`src/rtl/fifo_flops_bypass.sv`:
```
// Flop-based synchronous FIFO with valid/ready handshakes, zero-latency bypass
// when empty, registered occupancy status and next-cycle status predictions.
module fifo_flops_bypass #(
    parameter int unsigned WIDTH = 8,
    parameter int unsigned DEPTH = 13,
    localparam int unsigned CW = $clog2(DEPTH + 1),
    localparam int unsigned PW = (DEPTH > 1) ? $clog2(DEPTH) : 1
) (
    input  logic             clk,
    input  logic             rst,
    input  logic             push_valid,
    output logic             push_ready,
    input  logic [WIDTH-1:0] push_data,
    output logic             pop_valid,
    input  logic             pop_ready,
    output logic [WIDTH-1:0] pop_data,
    output logic             full,
    output logic             full_next,
    output logic             empty,
    output logic             empty_next,
    output logic [CW-1:0]    items,
    output logic [CW-1:0]    items_next,
    output logic [CW-1:0]    slots,
    output logic [CW-1:0]    slots_next
);

    logic [WIDTH-1:0] mem [DEPTH];
    logic [PW-1:0]    rd_ptr;
    logic [PW-1:0]    wr_ptr;
    logic             push_fire;
    logic             pop_fire;
    logic             bypass;
    logic             do_write;
    logic             do_read;

    // Handshakes and bypass qualification
    always_comb begin
        push_ready = !full;
        pop_valid  = !empty || push_valid;
        pop_data   = empty ? push_data : mem[rd_ptr];
        push_fire  = push_valid && push_ready;
        pop_fire   = pop_valid && pop_ready;
        bypass     = empty && push_fire && pop_fire;
        do_write   = push_fire && !bypass;
        do_read    = pop_fire && !bypass;
    end

    // Next-cycle occupancy predictions
    always_comb begin
        items_next = items + CW'(do_write) - CW'(do_read);
        slots_next = CW'(DEPTH) - items_next;
        full_next  = (items_next == CW'(DEPTH));
        empty_next = (items_next == CW'(0));
    end

    // Pointers wrap at DEPTH-1, not at a power of two
    always_ff @(posedge clk or posedge rst) begin
        if (rst) begin
            rd_ptr <= '0;
            wr_ptr <= '0;
        end else begin
            if (do_write) begin
                wr_ptr <= (wr_ptr == PW'(DEPTH - 1)) ? '0 : wr_ptr + PW'(1);
            end
            if (do_read) begin
                rd_ptr <= (rd_ptr == PW'(DEPTH - 1)) ? '0 : rd_ptr + PW'(1);
            end
        end
    end

    // Registered status
    always_ff @(posedge clk or posedge rst) begin
        if (rst) begin
            items <= '0;
            slots <= CW'(DEPTH);
            full  <= 1'b0;
            empty <= 1'b1;
        end else begin
            items <= items_next;
            slots <= slots_next;
            full  <= full_next;
            empty <= empty_next;
        end
    end

    // Storage is intentionally not reset
    always_ff @(posedge clk) begin
        if (do_write) begin
            mem[wr_ptr] <= push_data;
        end
    end

endmodule

```
`config.mk`:
```
export PLATFORM = sky130hd
export DESIGN_NAME = fifo_flops_bypass
export DESIGN_NICKNAME = d
export VERILOG_FILES = /design/src/rtl/fifo_flops_bypass.sv
export SDC_FILE = /design/constraint.sdc
export NUM_CORES = 1
export LEC_CHECK = 0
export ABC_CLOCK_PERIOD_IN_PS = 3500
export CORE_MARGIN = 5
export CORE_UTILIZATION = 50
export DETAILED_ROUTE_END_ITERATION = 8
export GPL_TIMING_DRIVEN = 0
export PLACE_DENSITY = 0.72
export SLEW_MARGIN = 20
export SYNTH_ARGS = -nofsm -noshare
export SYNTH_HDL_FRONTEND = slang
export SYNTH_SLANG_ARGS = --single-unit
export TNS_END_PERCENT = 1
```
`constraint.sdc`:
```
create_clock -name clk -period 3.5 [get_ports clk]
set_input_delay 0.35 -clock clk [delete_from_list [all_inputs] [get_ports clk]]
set_output_delay 0.35 -clock clk [all_outputs]
set_load 0.005 [all_outputs]
```
==> results.toml, run 1 <==
[outcome]
outcome = "finished clean"

[sta]
finalHoldViolations = 0
fin_crit_ns = 3.44
tightest_slew_ns = 0.761
slew_violations = 0
setup_viol = 0
slew_headroom_pct = 49.1
rsz0062_at_grt = "yes"
timing.fmax_mhz = 291
fin_worst_skew_ns = 0.00673
period_share_pct = 98.3

[setup_path]
r2r-start = "empty"
worst-r2r-cell-count = 11
crit_path_start = "empty"
path_depth = 11
r2r-end = "full"
crit_fanout = 6
crit_slowest_cell = "dfstp_2"
critPathRequiredTime_ns = 3.15
slowest_delay_ns = 0.53
rrSetupSlack_ns = 0.97
worst-endpoint-arrival_ns = 3.09
cp-start-kind = "flop"
cp_top_family = "buffers and inverters"
cp-end-kind = "primary output"
path_class = "reg2out"
cp_cell_sequence = "a21bo_1, nand2_2, inv_4, ha_4, inv_1, ha_2, a21o_1, a21oi_2, xnor2_2, buf_4, clkdlybuf4s50_1"
crit_path_end = "items_next[3]"
worst-path-buf-inv = 4

[synthesis]
ys_seq_area_share_pct = 69.5
synth_edf_count = 104
yosys_warnings = 0
netlist_instances = 322
ys.flop_type = "edfxtp_1"
syn_avg_cell_area_um2 = 15.9
synth_area_um2 = 5110
async_reset_ff_share_pct = 14.0
ys_types = 44
synth-seq-cells = 121
syn-num-nets = 347

[floorplan]
placementRows = 37
io_pins = 42
coreArea_um2 = 10100
start_util_pct = 50.4
die_y_um = 111
die_x_um = 111
die_area_um2 = 12300

[final_layout]
fin_area_um2 = 6400
utilization_pct = 63.2
drive_gt1_share_pct = 20.4
diodes = 0
syn2layout_area_growth_pct = 25.3
nets = 414

[cts]
cts_buffers = 17
path_clk_slew_ns = 0.06
tritoncts = "done"
clockBufferDepth = 2
cts_hold_buf = 0
h-tree-depth = 4
root_buffer = "clkbuf_8"
clock_sinks = 121
clk_latency_ns = 0.52

[place]
dpl_cell_area_um2 = 5690
port_buffers = 41
place.gp.congestion = 0.788
dpl.hpwl_mm = 7.05

[drt]
vias_per_cell = 5.64
drtIter0Drc = 268
drcViolationCount = 0
vias = 3037
drt_wl_total_mm = 11.2
ant_nets = 0
first_pass_iters = 4
wl_per_cell_um = 20.7

[global_routing]
grt-ovfl-total = 0
grt_pass1_vias = 3148
grtUsageTotal_pct = 18.8
grt_pass1_wl_mm = 17.2
antenna_found_initial = 0
grt_start_max_net_pins = 18

[run]
maxCapViolCount = 0

[power_and_ir_drop]
total_power_uw = 6090
p_per_area_nw_per_um2 = 950
peakVddDrop_mv = 0.922
p_leak_uw = 0.00238

[worst_hold_path]
min_path_type = "in2async"
-- registers in the layout (all words and copies together), names as in the netlist --
register / cells
wr_ptr: 4
empty: 1
full: 1
slots: 4
mem: 104
items: 3
rd_ptr: 4
-- power breakdown --
part / internal [uW] / switching, uW
combinational: 1300 / 1260
sequential: 1800 / 113
clock: 951 / 657
-- Yosys cell counts (all sizes together), types with 5 or more instances --
master | number | share of area, %
edfxtp | 104 | 61
mux2i | 48 | 9.4
a22oi | 16 | 2.3
inv | 15 | 1.1
buf | 14 | 2.0
o21ai | 14 | 1.4
a21oi | 13 | 1.3
dfrtp | 13 | 6.4
ha | 12 | 2.9
a32oi | 8 | 1.4
o22ai | 8 | 0.98
nand2 | 7 | 0.56
and2 | 5 | 0.61
and3 | 5 | 0.61
nand3 | 5 | 0.73
-- kinds of logic after synthesis --
logic type / share of synthesized area (%)
flops: 69.5
buf+inv: 3.33
mux: 9.62
fa+ha+maj: 3.33
xor+xnor: 0.685
simple gates: 4.77
compound gates: 8.76
-- cell type report --
type                            count  area (um2)
Clock buffer                       17         414
Clock inverter                     15         141
Inverter                           15        58.8
Sequential cell                   121        3550
Tap cell                          136         170
Buffer                             17         114
Fill cell                         743        3730
Multi-Input combinational cell    169        1480
Timing Repair Buffer               48         473
-- repair_timing --
item,in CTS,in global routing
buffers inserted,4,3
pin swaps,5,4
resized for setup,18,12
setup endpoints to repair,8,7
-- worst reg2reg max path, stage by stage (launching register included) --
cell and delay (ns):
dfstp_2 0.53, a21bo_1 0.21, nand2_2 0.10, inv_4 0.06, ha_4 0.25, inv_1 0.03
ha_2 0.17, fa_2 0.38, xor2_4 0.19, buf_6 0.14, ha_1 0.18, and3_4 0.17
-- how the worst min path moves through the flow --
stage	start	endpoint	slack (ns)	depth (start not counted)
2_1_floorplan	rst	full	0.27	1
3_3_place_gp	rd_ptr[3]	rd_ptr[3]	0.54	1
3_5_place_dp	rd_ptr[3]	rd_ptr[3]	0.56	1
4_1_cts	rst	wr_ptr[3]	0.22	2
5_1_grt	rst	wr_ptr[3]	0.27	2
6_report	rst	wr_ptr[3]	0.22	2
-- metal layers --
metal	vias up	wire length (um)	share of wire (%)	global-route usage, %
li1	1390	-	-	-
met1	1499	4620	41	23.3
met2	129	5370	48	29.5
met3	19	929	8.3	7.37
met4	0	239	2.1	7.70
met5	-	0	0	0
-- stage by stage --
stage	std cells	hold WS, ns	TNS, ns	setup slack, ns
detailed placement	499	0.562	-0.946	-0.266
CTS	535	0.224	-0.407	-0.201
floorplan	322	0.273	0	0.669
finish	538	0.225	0	0.0580
global placement	499	0.540	-0.839	-0.247
global route	538	0.270	-0.147	-0.0902
-- cell usage in the layout, fill, tap and decap left out, types with 6 or more instances in the layout --
| master | netlist | layout |
|---|---|---|
| o21ai_1 | 10 | 10 |
| edfxtp_1 | 104 | 104 |
| buf_4 | 5 | 11 |
| inv_6 | 0 | 6 |
| dfrtp_1 | 13 | 13 |
| inv_1 | 10 | 10 |
| clkbuf_16 | 0 | 16 |
| ha_1 | 12 | 9 |
| a22oi_1 | 16 | 16 |
| clkdlybuf4s50_1 | 0 | 34 |
| a21oi_1 | 13 | 12 |
| buf_6 | 3 | 6 |
| clkinvlp_4 | 0 | 6 |
| buf_2 | 6 | 6 |
| a32oi_1 | 8 | 8 |
| o22ai_1 | 8 | 8 |
| mux2i_1 | 48 | 48 |
Power figures use the tool's default switching activity.
==> inputs of run 2 (changes only) <==
--- a/config.mk
+++ b/config.mk
@@ -7,10 +7,10 @@
 export LEC_CHECK = 0
 export ABC_CLOCK_PERIOD_IN_PS = 3500
 export CORE_MARGIN = 5
-export CORE_UTILIZATION = 50
+export CORE_UTILIZATION = 57
 export DETAILED_ROUTE_END_ITERATION = 8
 export GPL_TIMING_DRIVEN = 0
-export PLACE_DENSITY = 0.72
+export PLACE_DENSITY = 0.77
 export SLEW_MARGIN = 20
 export SYNTH_ARGS = -nofsm -noshare
 export SYNTH_HDL_FRONTEND = slang
==> run 2 against run 1 <==
Compared with the run above: routed wire length shrank 1.3%; largest cell class unchanged; cell area down 0.82%; sequential share of layout area increased by 0.46 points; worst setup slack gained 0.026 ns; power increased by 0.93%; largest power group unchanged; final cell count down 5.6%; clock power grew 9%; critical path depth unchanged; via count down 0.46%; clock skew increased by 0.0038 ns; highest routed layer unchanged.
==> results.toml, run 2 (synthesized netlist as in run 1, its figures left out) <==
[run]
maxCapViolCount = 0

[sta]
fin_ws_ns = 0.0841
rsz0062_at_grt = "yes"
period_share_pct = 97.6
fin_crit_ns = 3.42
slew_headroom_pct = 45.2
slew_violations = 0
timing.fmax_mhz = 293
setup_viol = 0
fin_tns_setup_ns = 0
fin_worst_skew_ns = 0.0106
finalHoldViolations = 0
tightest_slew_ns = 0.820

[setup_path]
worst-r2r-cell-count = 11
r2r-start = "empty"
cp-start-kind = "flop"
crit_fanout = 6
cp-end-kind = "primary output"
path_class = "reg2out"
rrSetupSlack_ns = 0.98
critPathRequiredTime_ns = 3.15
r2r-end = "slots[3]"
worst-endpoint-arrival_ns = 3.07

[floorplan]
placementRows = 34
die_y_um = 105
start_util_pct = 58.6
coreArea_um2 = 8720
die_area_um2 = 11000
io_pins = 42
die_x_um = 105

[final_layout]
final_cell_mix = "edfxtp_1, mux2i_1, clkdlybuf4s50_1"
drive_gt1_share_pct = 19.3
fin_area_um2 = 6350
fin_cells = 508
largest_register_ff_count = 104
mostFrequentLayoutCell = "edfxtp_1"
largest_register = "mem"
diodes = 0
syn2layout_area_growth_pct = 24.2
nets = 412
fillerInstances = 531

[global_routing]
grt_start_max_net_pins = 18
grt_pass1_vias = 3167
grt_util_met3_pct = 5.49
grtUsageTotal_pct = 21.1
grt_pass1_wl_mm = 17.4
antenna_found_initial = 0
top_usage_layer = "met2"
gr-usage-met1_pct = 26.5
use_met2_pct = 35.6
grt-ovfl-total = 0

[place]
dpl.hpwl_mm = 6.99
port_buffers = 41
place_ws_ns = -0.328
place.gp.congestion = 0.814
dpl_cell_area_um2 = 5660
place_inst = 471

[drt]
drcViolationCount = 0
wl_per_cell_um = 21.7
drt_wl_total_mm = 11.0
ant_nets = 0
drtIter0Drc = 213
vias = 3023
first_pass_iters = 5
vias_per_cell = 5.95

[outcome]
outcome = "finished clean"

[cts]
clockBufferDepth = 2
path_clk_slew_ns = 0.06
h-tree-depth = 4
root_buffer = "clkbuf_8"
cts_buffers = 17
tritoncts = "done"
clock_sinks = 121
clk_latency_ns = 0.51

[worst_hold_path]
min_path_type = "in2async"

[power_and_ir_drop]
p_per_area_nw_per_um2 = 967
peakVddDrop_mv = 0.989
p_leak_uw = 0.00240
## run 2: changes by cell type in the layout (fill, tap and decap cells not counted), moves of 2 or more
| cell | previous run | this run |
|---|---|---|
| ha_4 | 2 | 0 |
| bufinv_16 | 1 | 3 |
| clkinvlp_4 | 6 | 1 |
| inv_6 | 6 | 4 |
| inv_2 | 4 | 6 |
| clkinv_4 | 1 | 3 |
| buf_4 | 11 | 9 |
| inv_8 | 0 | 2 |
## run 2: repair_timing
| item | in CTS | in global routing |
|---|---|---|
| setup buffers | 3 | 2 |
| pin swaps | 3 | 2 |
| hold buffers | 0 | 0 |
| gates resized for setup | 20 | 4 |
| setup endpoints to repair | 8 | 5 |
## run 2: metrics by stage
stage,power (uW),hold slack (ns),utilization (%)
after CTS,6090,0.244,72.6
after floorplan,3120,0.273,-
after global routing,6450,0.308,72.8
final,6140,0.239,72.8
after detailed placement,4180,0.572,64.9
after global placement,4100,0.550,64.9
## run 2: cell type report
class	instances	area, um2	area share [%]
Clock buffer	18	418	6.58
Timing Repair Buffer	46	452	7.11
Tap cell	108	135	2.13
Sequential cell	121	3550	55.9
Inverter	15	56.3	0.887
Clock inverter	14	186	2.94
Multi-Input combinational cell	169	1440	22.6
Buffer	17	114	1.79
## run 2: where the power goes
part | leakage, uW | switching [uW] | total [uW] | internal (uW)
Sequential | 0.00114 | 116 | 1920 | 1810
Combinational | 0.000964 | 1230 | 2460 | 1240
Clock | 0.000295 | 653 | 1760 | 1100
## run 2: worst max-delay path, cell delays in order (launching register included)
cell	delay, ns
dfstp_2	0.53
a21bo_1	0.20
nand2_1	0.09
inv_2	0.07
ha_1	0.27
inv_1	0.04
ha_2	0.17
fa_2	0.38
xor2_4	0.19
ha_1	0.24
xnor2_2	0.16
clkdlybuf4s15_2	0.23
## run 2: worst max-delay path by stage
stage	startpoint	to	slack, ns	depth (start not counted)
CTS	empty	slots_next[3]	0.001	11
finish	empty	slots_next[3]	0.08	11
global route	empty	slots_next[3]	-0.04	11
detailed placement	push_valid	slots_next[3]	-0.33	12
floorplan	empty	slots_next[3]	0.67	10
global placement	push_valid	slots_next[3]	-0.24	12
## run 2: per-layer routing
metal,part of all wire (%),vias to the layer above
li1,-,1378
met5,0,-
met3,6.8,19
met2,51,119
met4,2.0,0
met1,40,1507
